==> src/rtl/pb_debounce_pkg.sv <==
// Shared constants for the push-button debouncer.
// STABLE_CYCLES_DEFAULT suits a ~1 ms window at 1 GHz-class clocks; SIM_STABLE_CYCLES keeps simulations short.
package pb_debounce_pkg;

  localparam int STABLE_CYCLES_DEFAULT = 1000000;
  localparam int SIM_STABLE_CYCLES     = 4;

endpackage

==> src/rtl/pb_sync.sv <==
// Two-flop synchronizer for a single asynchronous level; both stages reset to 0.
module pb_sync (
  input  logic clk,
  input  logic rst_n,
  input  logic d,
  output logic q
);

  logic meta;

  always_ff @(posedge clk or negedge rst_n) begin
    if (!rst_n) begin
      meta <= 1'b0;
      q    <= 1'b0;
    end else begin
      meta <= d;
      q    <= meta;
    end
  end

endmodule

==> src/rtl/pb_debounce.sv <==
// Push-button debouncer with registered level and press/release strobes.
// Define PB_DEBOUNCE_SYNC_EN to insert a two-flop synchronizer on button (+2 cycles latency).
module pb_debounce
  import pb_debounce_pkg::*;
#(
  parameter int STABLE_CYCLES = STABLE_CYCLES_DEFAULT,
  parameter int CNT_W         = $clog2(STABLE_CYCLES)
) (
  input  logic clk,
  input  logic rst_n,
  input  logic button,
  output logic button_out,
  output logic press_pulse,
  output logic release_pulse
);

  localparam logic [CNT_W-1:0] CNT_LAST = CNT_W'(STABLE_CYCLES - 1);

  logic             btn_s;
  logic [CNT_W-1:0] count;
  logic             differ;
  logic             expire;

`ifdef PB_DEBOUNCE_SYNC_EN
  pb_sync u_sync (
    .clk   (clk),
    .rst_n (rst_n),
    .d     (button),
    .q     (btn_s)
  );
`else
  assign btn_s = button;
`endif

  assign differ = btn_s ^ button_out;
  // Count stops at CNT_LAST and the level flips instead, so the counter can never wrap.
  assign expire = differ && (count == CNT_LAST);

  // NOTE: non-blocking assignments so every flop samples the pre-edge values of its peers.
  always_ff @(posedge clk or negedge rst_n) begin
    if (!rst_n) begin
      count         <= '0;
      button_out    <= 1'b0;
      press_pulse   <= 1'b0;
      release_pulse <= 1'b0;
    end else begin
      press_pulse   <= expire &&  btn_s;
      release_pulse <= expire && !btn_s;
      if (!differ) begin
        count <= '0;
      end else if (expire) begin
        count      <= '0;
        button_out <= btn_s;
      end else begin
        count <= count + CNT_W'(1);
      end
    end
  end

endmodule

==> config.mk <==
export PLATFORM = sky130hd
export DESIGN_NAME = pb_debounce
export DESIGN_NICKNAME = d
export VERILOG_FILES = /design/src/rtl/pb_debounce_pkg.sv /design/src/rtl/pb_sync.sv /design/src/rtl/pb_debounce.sv
export SDC_FILE = /design/constraint.sdc
export NUM_CORES = 1
export LEC_CHECK = 0
export ABC_AREA = 1
export BUFFER_PORTS_ARGS = -buffer_cell sky130_fd_sc_hd__clkbuf_2
export CORE_UTILIZATION = 56
export CTS_BUF_LIST = sky130_fd_sc_hd__clkbuf_2 sky130_fd_sc_hd__clkbuf_4 sky130_fd_sc_hd__clkbuf_8
export DETAILED_ROUTE_END_ITERATION = 12
export PLACE_DENSITY = 0.79
export SYNTH_ARGS = -nofsm -noshare
export SYNTH_HDL_FRONTEND = slang
export SYNTH_SLANG_ARGS = --single-unit
==> constraint.sdc <==
create_clock -name clk -period 1.2 [get_ports clk]
set_input_delay 0.36 -clock clk [delete_from_list [all_inputs] [get_ports clk]]
set_output_delay 0.36 -clock clk [all_outputs]
set_load 0.03 [all_outputs]
==> flow_summary.toml, run 1 <==
[die]
fp.dieH_um = 49.5
core.rowCount = 16
die_w_um = 49.5
initial_core_util_pct = 61.8
ios = 6

[run_status]
status = "stopped before the end"
stop_stage = "global routing (5_1_grt)"
tool.error = "[ERROR DPL-0038] Utilization greater than 100%, impossible to legalize"

[clock_network]
cts_buffers = 3
cts_buffer_depth = 2
cts_hold_buf = 0
ctsRootBufferMaster = "clkbuf_4"
clock-sinks = 23
h-tree-depth = 1

[placed_design]
hpwl_um = 2330
io_buffers = 5
gp_congestion = 0.981
pre_cts_ws_ps = -188
placed_area_mm2 = 0.00156

[yosys]
ys_warn_count = 0
syn_avg_cell_area_um2 = 7.61
synth_top_area_share_pct = 45.6
postSynthCellCount = 166
synth.distinct_cells = 20
synth_area_leaders = "dfrtp_1 46%, nor2_1 10%, nand2_1 9.5%"
synth_nets = 170
synth.cell_area_mm2 = 0.00126
seq_area_frac_synth_pct = 45.6
yosysTopAreaCell = "dfrtp_1"
ys_seq_elements = 23

[global_routing]
grt_max_degree = 24

[timing]
worstEpCategory = "register data pin"
worst_endpoint = "button_out$_DFFE_PN0P_/D"
[stage by stage]
| stage | setup TNS, ps | cells |
|---|---|---|
| floorplan | -380 | 166 |
| global placement | -1410 | 229 |
| detailed placement | -2670 | 229 |
| CTS | -1090 | 246 |
[Yosys cell counts]
cell type	n
ha_1	1
nor2_2	4
buf_6	1
xor2_1	8
inv_1	19
buf_2	1
a21oi_1	3
or2_2	1
dfrtp_1	23
nand2_2	4
nor2_1	35
nand4_1	3
nand3b_1	1
nand2_1	32
xnor2_1	2
nor3_1	4
nor2_4	1
o21ai_0	2
o21ai_2	1
nand3_1	20
[logic make-up after synthesis]
family,count (synthesis),synth area share [%]
compound gates,6,2.68
xor+xnor,10,6.94
fa+ha+maj,1,0.991
buf+inv,21,6.94
flops,23,45.6
simple gates,105,36.9
[what timing repair did]
action | CTS
pin swaps | 21
setup buffers | 12
cloned | 1
gates resized for setup | 64
setup endpoints to repair | 25
==> run 2: changes to the inputs <==
--- a/config.mk
+++ b/config.mk
@@ -7,10 +7,10 @@
 export LEC_CHECK = 0
 export ABC_AREA = 1
 export BUFFER_PORTS_ARGS = -buffer_cell sky130_fd_sc_hd__clkbuf_2
-export CORE_UTILIZATION = 56
-export CTS_BUF_LIST = sky130_fd_sc_hd__clkbuf_2 sky130_fd_sc_hd__clkbuf_4 sky130_fd_sc_hd__clkbuf_8
+export CORE_AREA = 2 2 63 65
 export DETAILED_ROUTE_END_ITERATION = 12
-export PLACE_DENSITY = 0.79
+export DIE_AREA = 0 0 65 67
+export PLACE_DENSITY_LB_ADDON = 0.15
 export SYNTH_ARGS = -nofsm -noshare
 export SYNTH_HDL_FRONTEND = slang
 export SYNTH_SLANG_ARGS = --single-unit
==> constraint.sdc (replaced) <==
create_clock -name clk -period 1.56 [get_ports clk]
set_input_delay 0.468 -clock clk [delete_from_list [all_inputs] [get_ports clk]]
set_output_delay 0.468 -clock clk [all_outputs]
set_load 0.03 [all_outputs]
==> run 2 against run 1 <==
  * The flow now finishes without violations
  * Synthesized area unchanged
  * Synthesized cell count unchanged
==> flow_summary.toml, run 2 <==
[yosys]
synth.cell_area_mm2 = 0.00126
seq_area_frac_synth_pct = 45.6
synthTopCellsByCount = "35 x nor2_1, 32 x nand2_1, 23 x dfrtp_1, 20 x nand3_1, 19 x inv_1"
synth_area_leaders = "dfrtp_1 46%, nor2_1 10%, nand2_1 9.5%"
synth_edf_count = 0
yosysTopAreaCell = "dfrtp_1"
ys_warn_count = 0
postSynthCellCount = 166
synth.distinct_cells = 20
post-synth-top-count-cell = "nor2_1"
synth_nets = 170
synth_top_area_share_pct = 45.6
synth_ff_type = "dfrtp_1"
syn_avg_cell_area_um2 = 7.61
async_flop_share_pct = 100
ys_seq_elements = 23

[pwr]
ir_drop_v = 0.000665
p_leak_nw = 0.661
power_density_mw_per_mm2 = 732

[global_routing]
grt-ovfl-total = 0
grt_use_total_pct = 14.6
grt_max_degree = 24
grt_pass1_vias = 1033
grt_pass1_wl_um = 4840
antenna_found_initial = 0

[timing]
finalHoldViolCount = 0
grt_setup_unrepaired = "false"
relSlewSlack_pct = 61.0
finalCritPeriodShare_pct = 89.8
fin_worst_skew_ps = 1.14
fmax_ghz = 0.714
worst_slack_ps = 159
setup_violations = 0
fin_crit_ps = 1400
slew_viol_final = 0
tightest_slew_ps = 585
timing.setup.tns_ps = 0

[placed_design]
hpwl_um = 2050
gp_congestion = 0.876
io_buffers = 5
pre_cts_ws_ps = 116

[clock_network]
clk_transition_reported_paths_ps = 80
h-tree-depth = 1
ctsRootBufferMaster = "clkbuf_8"
clock-sinks = 23
cts_tree = "yes"
clkLatencyLatePin_ps = 260
cts_buffer_depth = 2
cts_buffers = 3
post_cts_buffers = 0

[routing]
routedWlPerCell_um = 11.8
drt_pass1_iterations = 4
vias_per_cell = 4.62
drt_first_iter_violations = 94
num_vias = 1031
antenna_left = 0
drc = 0
wirelength_um = 2640

[finish]
finalNetCount = 180
syn_to_final_growth_pct = 10.7
largest_reg_flops = 20
largest_register = "count"
final_cell_mix = "35 x nor2_1, 32 x nand2_1, 23 x dfrtp_1"
n_antenna_cell = 0
layout-drive-gt1-share_pct = 12.6
layout_commonest_cell = "nor2_1"

[die]
core_area_mm2 = 0.00361
fp.dieH_um = 67
core.rowCount = 22
initial_core_util_pct = 35.0
die_w_um = 65
ios = 6
die_area_mm2 = 0.00436

[setup_path]
cp-end-kind = "register"
path_class = "reg2reg"
worstPathArrival_ps = 1560
timing.critical_path.required_ps = 1720
crit_fanout = 5
worstSetupStartpointType = "register"

[flow_run]
drv_cap = 0

[run_status]
status = "completed"

[min_path]
hp-class = "in2async"
run 2: worst paths after layout:
check,start,end,slack (ps),depth (start not counted)
max in group asynchronous,rst_n,count[18],990,1
max reg2reg,count[2],count[19],160,7
max,count[2],count[19],160,7
min reg2reg,count[0],count[0],570,3
min in group clk,button,release_pulse,410,2
min,rst_n,count[15],190,1
run 2: through the flow:
| step | cell area [µm²] | hold slack (ps) | power (mW) | std cells | utilization, % |
|---|---|---|---|---|---|
| floorplan | 1260 | 172 | 0.642 | 166 | - |
| global placement | 1350 | 493 | 0.666 | 219 | 37.3 |
| detailed placement | 1350 | 505 | 0.668 | 219 | 37.3 |
| CTS | 1390 | 209 | 1.05 | 223 | 38.6 |
| global route | 1400 | 223 | 1.07 | 223 | 38.8 |
| finish | 1400 | 188 | 1.02 | 223 | 38.8 |
run 2: per-layer routing:
layer | track usage, % | up-vias | routed length [µm] | part of all wire [%]
li1 | - | 538 | - | -
met5 | 0 | - | 0 | 0
met3 | 3.55 | 4 | 83 | 3.1
met4 | 3.19 | 0 | 31 | 1.2
met2 | 23.1 | 16 | 1200 | 46
met1 | 20.2 | 473 | 1320 | 50
run 2: cell families (layout without fill, tap and decap cells):
kind of cell	Yosys count	after routing	share of synthesized area [%]
fa+ha+maj	1	1	0.991
compound gates	6	6	2.68
simple gates	105	105	36.9
buf+inv	21	30	6.94
xor+xnor	10	10	6.94
flops	23	23	45.6
run 2: cell type report:
| cell class | count | area (µm²) |
|---|---|---|
| well taps | 48 | 60.1 |
| clock inverters | 1 | 5.00 |
| inverters | 19 | 71.3 |
| fillers | 382 | 2210 |
| multi-input cells | 122 | 604 |
| repair buffers | 7 | 40.0 |
| flip-flops and latches | 23 | 576 |
| clock buffers | 3 | 41.3 |
run 2: what timing repair did:
item	4_1_cts	5_1_grt
hold buffers	0	0
setup endpoints to repair	0	1
gates resized for setup	0	1
run 2: report_power, final:
group / internal [mW] / switching [mW] / leakage (nW)
Clock: 0.178 / 0.192 / 0.0255
Sequential: 0.602 / 0.00522 / 0.314
Combinational: 0.0142 / 0.0326 / 0.322
Total: 0.794 / 0.229 / 0.661
run 2: critical path, cell delays in order (launching register included):
cell,delay [ps]
dfrtp_1,430
nand2_1,80
nor2_2,220
nand2_2,150
nor2_2,190
nand3_1,100
nand3_1,80
nor2_1,40
Note: power is estimated with default switching activity, not from simulation.
